[config.mk]
export PLATFORM = sky130hd
export DESIGN_NAME = turn_timer_ctrl_flat
export DESIGN_NICKNAME = d
export VERILOG_FILES = /design/src/rtl/turn_timer_ctrl_if.sv /design/src/rtl/turn_timer_ctrl.sv /design/src/flat_wrapper.sv
export SDC_FILE = /design/constraint.sdc
export NUM_CORES = 1
export LEC_CHECK = 0
export BUFFER_PORTS_ARGS = -buffer_cell sky130_fd_sc_hd__buf_2
export CORE_MARGIN = 1
export CORE_UTILIZATION = 40
export CTS_BUF_LIST = sky130_fd_sc_hd__clkbuf_8 sky130_fd_sc_hd__clkbuf_16
export CTS_CLUSTER_SIZE = 14
export DETAILED_ROUTE_END_ITERATION = 8
export PLACE_DENSITY = 0.68
export SYNTH_ARGS = -nofsm -noshare
export SYNTH_HDL_FRONTEND = slang
export SYNTH_SLANG_ARGS = --single-unit
[constraint.sdc]
create_clock -name clk -period 2.55 [get_ports clk]
set_input_delay 0.3825 -clock clk [delete_from_list [all_inputs] [get_ports clk]]
set_output_delay 0.3825 -clock clk [all_outputs]
set_load 0.03 [all_outputs]
[src/rtl/turn_timer_ctrl_if.sv]
// Request/status bundle between the game FSM (master) and the turn timer (slave).
interface turn_timer_ctrl_if #(
  parameter int SEC_W = 4
);
  logic             start;
  logic             pause;
  logic             cancel;
  logic [SEC_W-1:0] limit;
  logic [SEC_W-1:0] seconds_left;
  logic             running;
  logic             paused;
  logic             expired;
  logic             warn;

  modport master (
    output start, pause, cancel, limit,
    input  seconds_left, running, paused, expired, warn
  );

  modport slave (
    input  start, pause, cancel, limit,
    output seconds_left, running, paused, expired, warn
  );
endinterface

[src/rtl/turn_timer_ctrl.sv]
// Per-turn countdown: one-second prescaler, pause/resume, cancel, one-cycle expiry pulse.
// Optional low-time warning output is built only when TURN_TIMER_WARN_EN is defined.
//
// state     | meaning
// ST_IDLE   | no turn active, seconds_left = 0
// ST_RUN    | counting down, prescaler advancing
// ST_PAUSE  | countdown frozen, partial second held in prescaler
// ST_EXPIRE | single-cycle expiry pulse, then back to idle
module turn_timer_ctrl #(
  parameter int CLK_DIV  = 25_000_000,
  parameter int DIV_W    = 25,
  parameter int SEC_W    = 4,
  parameter int WARN_SEC = 3
) (
  input  logic                clk,
  input  logic                reset,
  turn_timer_ctrl_if.slave    tmr
);

  typedef enum logic [1:0] {
    ST_IDLE   = 2'd0,
    ST_RUN    = 2'd1,
    ST_PAUSE  = 2'd2,
    ST_EXPIRE = 2'd3
  } state_t;

  localparam logic [DIV_W-1:0] PRESC_LAST = DIV_W'(CLK_DIV - 1);
  localparam logic [SEC_W-1:0] SEC_ONE    = SEC_W'(1);

  state_t           state_q, state_d;
  logic [DIV_W-1:0] presc_q, presc_d;
  logic [SEC_W-1:0] sec_q,   sec_d;

  always_ff @(posedge clk) begin
    if (reset) begin
      state_q <= ST_IDLE;
      presc_q <= '0;
      sec_q   <= '0;
    end else begin
      state_q <= state_d;
      presc_q <= presc_d;
      sec_q   <= sec_d;
    end
  end

  // Request priority is cancel > start > pause in every state.
  always_comb begin
    state_d = state_q;
    presc_d = presc_q;
    sec_d   = sec_q;
    case (state_q)
      ST_IDLE: begin
        if (tmr.cancel) begin
          sec_d   = '0;
          presc_d = '0;
        end else if (tmr.start) begin
          state_d = ST_RUN;
          sec_d   = tmr.limit;
          presc_d = '0;
        end
      end
      ST_RUN: begin
        if (tmr.cancel) begin
          state_d = ST_IDLE;
          sec_d   = '0;
          presc_d = '0;
        end else if (tmr.start) begin
          sec_d   = tmr.limit;
          presc_d = '0;
        end else if (sec_q == '0) begin
          // A zero limit expires right away instead of waiting a full second.
          state_d = ST_EXPIRE;
          presc_d = '0;
        end else if (tmr.pause) begin
          state_d = ST_PAUSE;
        end else if (presc_q == PRESC_LAST) begin
          presc_d = '0;
          sec_d   = sec_q - SEC_ONE;
          if (sec_q == SEC_ONE) begin
            state_d = ST_EXPIRE;
          end
        end else begin
          presc_d = presc_q + DIV_W'(1);
        end
      end
      ST_PAUSE: begin
        if (tmr.cancel) begin
          state_d = ST_IDLE;
          sec_d   = '0;
          presc_d = '0;
        end else if (tmr.start) begin
          state_d = ST_RUN;
          sec_d   = tmr.limit;
          presc_d = '0;
        end else if (!tmr.pause) begin
          state_d = ST_RUN;
        end
      end
      ST_EXPIRE: begin
        state_d = ST_IDLE;
        sec_d   = '0;
        presc_d = '0;
        if (!tmr.cancel && tmr.start) begin
          state_d = ST_RUN;
          sec_d   = tmr.limit;
        end
      end
      default: begin
        state_d = ST_IDLE;
        sec_d   = '0;
        presc_d = '0;
      end
    endcase
  end

  assign tmr.seconds_left = sec_q;
  assign tmr.running      = (state_q == ST_RUN);
  assign tmr.paused       = (state_q == ST_PAUSE);
  assign tmr.expired      = (state_q == ST_EXPIRE);

`ifdef TURN_TIMER_WARN_EN
  localparam logic [SEC_W-1:0] WARN_THR = SEC_W'(WARN_SEC);
  assign tmr.warn = ((state_q == ST_RUN) || (state_q == ST_PAUSE)) && (sec_q <= WARN_THR);
`else
  assign tmr.warn = 1'b0;
`endif

endmodule

[src/flat_wrapper.sv]
// flat-port wrapper written by rule: the top's interface ports become plain ports
module turn_timer_ctrl_flat 
#(
  parameter int CLK_DIV  = 25_000_000,
  parameter int DIV_W    = 25,
  parameter int SEC_W    = 4,
  parameter int WARN_SEC = 3
)
  (clk, reset, tmr_start, tmr_pause, tmr_cancel, tmr_limit, tmr_seconds_left, tmr_running, tmr_paused, tmr_expired, tmr_warn);
  turn_timer_ctrl_if #(.SEC_W(SEC_W)) tmr_i ();
  input  logic clk;
  input  logic reset;
  input wire logic [$bits(tmr_i.start)-1:0] tmr_start;
  input wire logic [$bits(tmr_i.pause)-1:0] tmr_pause;
  input wire logic [$bits(tmr_i.cancel)-1:0] tmr_cancel;
  input wire logic [$bits(tmr_i.limit)-1:0] tmr_limit;
  output wire logic [$bits(tmr_i.seconds_left)-1:0] tmr_seconds_left;
  output wire logic [$bits(tmr_i.running)-1:0] tmr_running;
  output wire logic [$bits(tmr_i.paused)-1:0] tmr_paused;
  output wire logic [$bits(tmr_i.expired)-1:0] tmr_expired;
  output wire logic [$bits(tmr_i.warn)-1:0] tmr_warn;
  assign tmr_i.start = tmr_start;
  assign tmr_i.pause = tmr_pause;
  assign tmr_i.cancel = tmr_cancel;
  assign tmr_i.limit = tmr_limit;
  assign tmr_seconds_left = tmr_i.seconds_left;
  assign tmr_running = tmr_i.running;
  assign tmr_paused = tmr_i.paused;
  assign tmr_expired = tmr_i.expired;
  assign tmr_warn = tmr_i.warn;
  turn_timer_ctrl #(.CLK_DIV(CLK_DIV), .DIV_W(DIV_W), .SEC_W(SEC_W), .WARN_SEC(WARN_SEC)) u_core (.clk(clk), .reset(reset), .tmr(tmr_i));
endmodule
Word-level counts from Yosys, hierarchy flattened
Index checks and enable logic that the tools add are counted.
Widths: inputs -> output; s select.
- $add $sub $neg: 2
- multiply operators: 0
- div/mod/pow operators: 0
- magnitude comparators: 0
- eq/ne operators: 16
- shifts and indexed selects: 0
- multiplexer cells: 30
- bitwise operators: 0
- reduce and logical (&&, ||, !) cells: 8
- operators with widths (cell ; count):
    $mux 25 ; 7
    $pmux 25 s3 ; 1
    $mux 4 ; 8
    $add 25x1->25 const B ; 1
    $eq 25x25->1 const B ; 1
    $mux 2 ; 11
    $ne 4x4->1 const B ; 3
    $pmux 4 s3 ; 1
    $ne 5x3->1 const B ; 2
    $pmux 2 s4 ; 1
    $reduce_and 6->1 ; 1
    $ne 5x4->1 const B ; 1
    $eq 2x2->1 const B ; 2
    $eq 4x1->1 const B ; 1
    $logic_not 4->1 ; 1
    $ne 2x2->1 const B ; 2
    $ne 4x3->1 const B ; 1
    $reduce_and 4->1 ; 1
    $sub 4x1->4 const B ; 1
    $ne 3x1->1 const B ; 1
    $ne 3x3->1 const B ; 1
    $eq 2x1->1 const B ; 1
    $logic_not 2->1 ; 1
    $reduce_and 2->1 ; 1
    other kinds (4) ; 4
- register bits: 31
- bits in latches: 0
- memory bits (writable): 0
- ROM bits: 0
- input port bits: 9
- output and inout port bits: 8
- logic and storage cells: 59
- memories: 0

Longest topological paths before layout
- depth in word-level cells: 8
- mapped depth: 9

Worst setup path before layout
OpenSTA, ideal clock, no wires.
- kind: reg2reg
- from: register u_core.sec_q[0], in the netlist u_core.tmr.seconds_left[0]
- to: register u_core.sec_q[2], in the netlist u_core.tmr.seconds_left[2]
- setup time: 0.122 ns
- data arrival time: 2.082 ns
- path slack: 0.346 ns
- cell stages (with the launch flop): 8
- clock period less this slack: 2.204 ns
- path through: dfxtp_1 -> inv_1 -> ha_1 -> or3b_4 -> or2b_1 -> nor4_1 -> a21oi_1 -> o32a_1
- word-level cells in the longest chain between the ends: 7
- elaborated cells on any way between the ends: 10
- ends and longest elaborated chain (what ; line ; source):
    start, declared ; turn_timer_ctrl.sv:32 ; logic [SEC_W-1:0] sec_q, sec_d;
    start signal, assigned ; turn_timer_ctrl.sv:38 ; sec_q <= '0;
    start signal, assigned ; turn_timer_ctrl.sv:42 ; sec_q <= sec_d;
    $sub 4x1->4 ; turn_timer_ctrl.sv:78 ; sec_d = sec_q - SEC_ONE;
    $mux 4 ; turn_timer_ctrl.sv:76 ; end else if (presc_q == PRESC_LAST) begin
    $mux 4 ; turn_timer_ctrl.sv:74 ; end else if (tmr.pause) begin
    $mux 4 ; turn_timer_ctrl.sv:70 ; end else if (sec_q == '0) begin
    $mux 4 ; turn_timer_ctrl.sv:67 ; end else if (tmr.start) begin
    $mux 4 ; turn_timer_ctrl.sv:63 ; if (tmr.cancel) begin
    $pmux 4 s3 ; turn_timer_ctrl.sv:51 ; case (state_q)
Parallel ways exist; a longest one is shown, timed or not. The select of a mux whose other input is x is not followed.
A chain may end at the register's enable or synchronous reset.

Final worst setup path
- from: register u_core.sec_q[0], in the netlist u_core.tmr.seconds_left[0]
- to: register u_core.presc_q[21]
- word-level cells in the longest chain between the ends: 5
- elaborated cells on any way between the ends: 7
- ends and longest elaborated chain (what ; line ; source):
    $logic_not 4->1 * ; turn_timer_ctrl.sv:70 ;
    $mux 25 ; turn_timer_ctrl.sv:70 ;
    $mux 25 ; turn_timer_ctrl.sv:67 ;
    $mux 25 ; turn_timer_ctrl.sv:63 ;
    $pmux 25 s3 ; turn_timer_ctrl.sv:51 ;
    end signal, assigned ; turn_timer_ctrl.sv:41 ; presc_q <= presc_d;
    end, declared ; turn_timer_ctrl.sv:31 ; logic [DIV_W-1:0] presc_q, presc_d;
Every way passes the cells marked *; elsewhere a longest branch is shown, timed or not.

==> flow_metrics.env <==
export IMPL_die_w_um=71.0
export IMPL_clkTransAtPathRegs_ps=70
export IMPL_crit_start="u_core.tmr.seconds_left[0]$_SDFFE_PP0P_"
export IMPL_die_area_sq_um=5030
export IMPL_drive_gt1_frac=0.179
export IMPL_avgSynthCellArea_sq_um=8.53
export IMPL_holdPathStages=2
export IMPL_crit_path_start_kind="flip-flop"
export IMPL_maxSlewViolCount=0
export IMPL_postCtsSetupRepairBufs=0
export IMPL_crit_fanout=7
export IMPL_timing_fmax_mhz=422
export IMPL_worst_clock_skew_ps=6.83
export IMPL_synthMuxAreaShare=0.00526
export IMPL_cts_tree="built"
export IMPL_clkSinkCount=31
export IMPL_maxCapViolations=0
export IMPL_drt_first_iter_violations=78
export IMPL_multiInputGateArea_sq_um=1170
export IMPL_fp_dieH_um=71.0
export IMPL_antenna_left=0
export IMPL_ir_drop_uv=289
export IMPL_timing_final_crit_period_ps=2370
export IMPL_synth_top_family_by_area="simple AND/OR/NAND/NOR gates"
export IMPL_clkLatencyLatePin_ps=290
export IMPL_fin_area_sq_um=2090
export IMPL_crit_required_ps=2760
export IMPL_first_global_vias=1507
export IMPL_clk_path_buf_depth=2
export IMPL_cts_root_buf="clkbuf_8"
export IMPL_track_usage=0.181
export IMPL_rows=24
export IMPL_grt_ovfl_total=0
export IMPL_core_area_sq_um=4470
export IMPL_ys_async_sr_fraction=0
export IMPL_drt_pass1_iterations=4
export IMPL_antennaDiodeCount=0
export IMPL_dpl_cell_area_sq_um=2010
export IMPL_rsz0062_at_grt="false"
export IMPL_tightestPinTransition_ps=606
export IMPL_seq_area_sq_um=621
export IMPL_critPathKind="flip-flop to flip-flop"
export IMPL_setup_viol=0
export IMPL_hpwl_um=2980
export IMPL_hp_start="reset"
export IMPL_cts_buffers=5
export IMPL_final_nets=253
export IMPL_cts_hold_buf=0
export IMPL_rr_endpoint="u_core.presc_q[21]$_SDFFE_PP0P_"
export IMPL_synth_adder_area_share=0.0263
export IMPL_dp_cells=285
export IMPL_syn_to_final_growth_pct=10.1
export IMPL_r2r_start="u_core.tmr.seconds_left[0]$_SDFFE_PP0P_"
export IMPL_r2r_cells=7
export IMPL_wl_per_cell_um=14.4
export IMPL_worst_slew_margin_rel=0.593
export IMPL_p_per_area_nw_per_um2=480
export IMPL_io_pins=17
export IMPL_hold_viol=0
export IMPL_fin_crit_sh=0.930
export IMPL_yosys_area_share_simple=0.353
export IMPL_synthCells=223
export IMPL_grt_max_degree=26
export IMPL_antenna_found_initial=0
export IMPL_syn_area_sq_um=1900
export IMPL_ys_ff_latch=31
export IMPL_endpoint="u_core.presc_q[21]$_SDFFE_PP0P_"
export IMPL_viasPerCell=5.66
export IMPL_synth_top_area_frac=0.326
export IMPL_portBuffers=15
export IMPL_ys_warn_count=0
export IMPL_fin_util=0.468
export IMPL_drc=0
export IMPL_via_count=1653
export IMPL_r2r_setup_slack_ps=180
export IMPL_globalplace_congestion=0.824
export IMPL_drt_total_wl_um=4220
export IMPL_leakage_nw=0.751
export IMPL_yosysUniqueCellTypes=61
export IMPL_fillers=441
export IMPL_worst_setup_path_end_kind="flip-flop"
export IMPL_yosysTopAreaCell="dfxtp_1"
export IMPL_arrival_ps=2590
export IMPL_tns_ps=0
export IMPL_synth_area_leaders="dfxtp_1 33%, nor2_1 5.3%, xor2_1 4.6%"
export IMPL_final_common_cell="dfxtp_1"
export IMPL_synth_net_count=236
export IMPL_layoutNonFillerInstCount=292
export IMPL_synth_edf_count=0
export IMPL_h_tree_depth=2
export IMPL_start_util=0.425
export IMPL_ys_seq_area_frac=0.326
export IMPL_cts_resized=0
export IMPL_min_path_type="input pin to flip-flop"
export IMPL_grt_pass1_wl_um=7130
export IMPL_status="finished clean"
export IMPL_layout_common_cells="31 x dfxtp_1, 27 x nor2_1, 15 x buf_2"
export IMPL_synth_xor_area_frac=0.0737
export IMPL_ys_flop_type="dfxtp_1"
export IMPL_synth_compound_area_frac=0.155
export IMPL_total_power_mw=1.01
[sequential cells by signal (all words and copies together), names as in the netlist]
| name | flops |
|---|---|
| u_core.tmr.seconds_left | 4 |
| u_core.presc_q | 25 |
| u_core.state_q | 2 |
[how the worst min path moves through the flow]
stage | to | slack (ps)
floorplan | u_core.presc_q[24]$_SDFFE_PP0P_ | 450
global placement | u_core.presc_q[24]$_SDFFE_PP0P_ | 480
finish | u_core.tmr.seconds_left[1]$_SDFFE_PP0P_ | 450
global route | u_core.tmr.seconds_left[1]$_SDFFE_PP0P_ | 450
detailed placement | u_core.presc_q[24]$_SDFFE_PP0P_ | 490
CTS | u_core.tmr.seconds_left[1]$_SDFFE_PP0P_ | 440
[metal layers]
metal | track usage | vias up | wire length [um] | share of wire
li1 | - | 855 | - | -
met1 | 0.246 | 765 | 2130 | 0.50
met2 | 0.274 | 27 | 1850 | 0.44
met3 | 0.0427 | 6 | 178 | 0.042
met4 | 0.0800 | 0 | 58 | 0.014
met5 | 0 | - | 0 | 0
[critical path, stage by stage, from the launching register on]
cell and delay [ps]:
dfxtp_1 340, inv_1 120, ha_1 170, or3b_4 390, a31oi_2 450, nand2_2 180, or4_1 500, a21oi_1 150
[final cells by class]
type	instances	area share
multi-input cells	172	0.559
flip-flops and latches	31	0.296
repair buffers	20	0.0538
clock buffers	6	0.0394
well taps	52	0.0311
inverters	10	0.0179
clock inverters	1	0.00239
[kinds of logic after synthesis]
| family | count (synthesis) |
|---|---|
| flip-flops | 31 |
| AND/OR/NAND/NOR | 107 |
| AO/OA/AOI/OAI | 43 |
| other | 1 |
| adder cells (fa/ha/maj) | 4 |
| multiplexers | 1 |
| buffers and inverters | 20 |
| XOR/XNOR | 16 |
[power by group]
part,internal [mW],total (mW),leakage (nW),switching [mW]
clock network,0.212,0.403,0.0470,0.191
registers,0.490,0.496,0.250,0.00682
logic,0.0386,0.106,0.454,0.0672
[cell usage after synthesis (all sizes together) (2+ instances only)]
cell type	count
nand3	10
nor2b	2
a31oi	2
o211a	2
nor4b	2
ha	4
dfxtp	31
or4	6
inv	10
o211ai	2
nor3	8
or2b	3
xor2	10
and2	4
o21ai	6
nand2	10
nand4	12
xnor2	6
and4	4
nor3b	2
nor4	5
clkbuf	3
or3	5
a21oi	14
o31ai	5
nor2	28
buf	7
[stage by stage]
step	setup slack, ps	hold slack (ps)
floorplan	346	450
global placement	274	482
detailed placement	185	489
CTS	193	437
global route	7.50	454
finish	179	451
No activity file was read; power rests on OpenSTA's default activity.
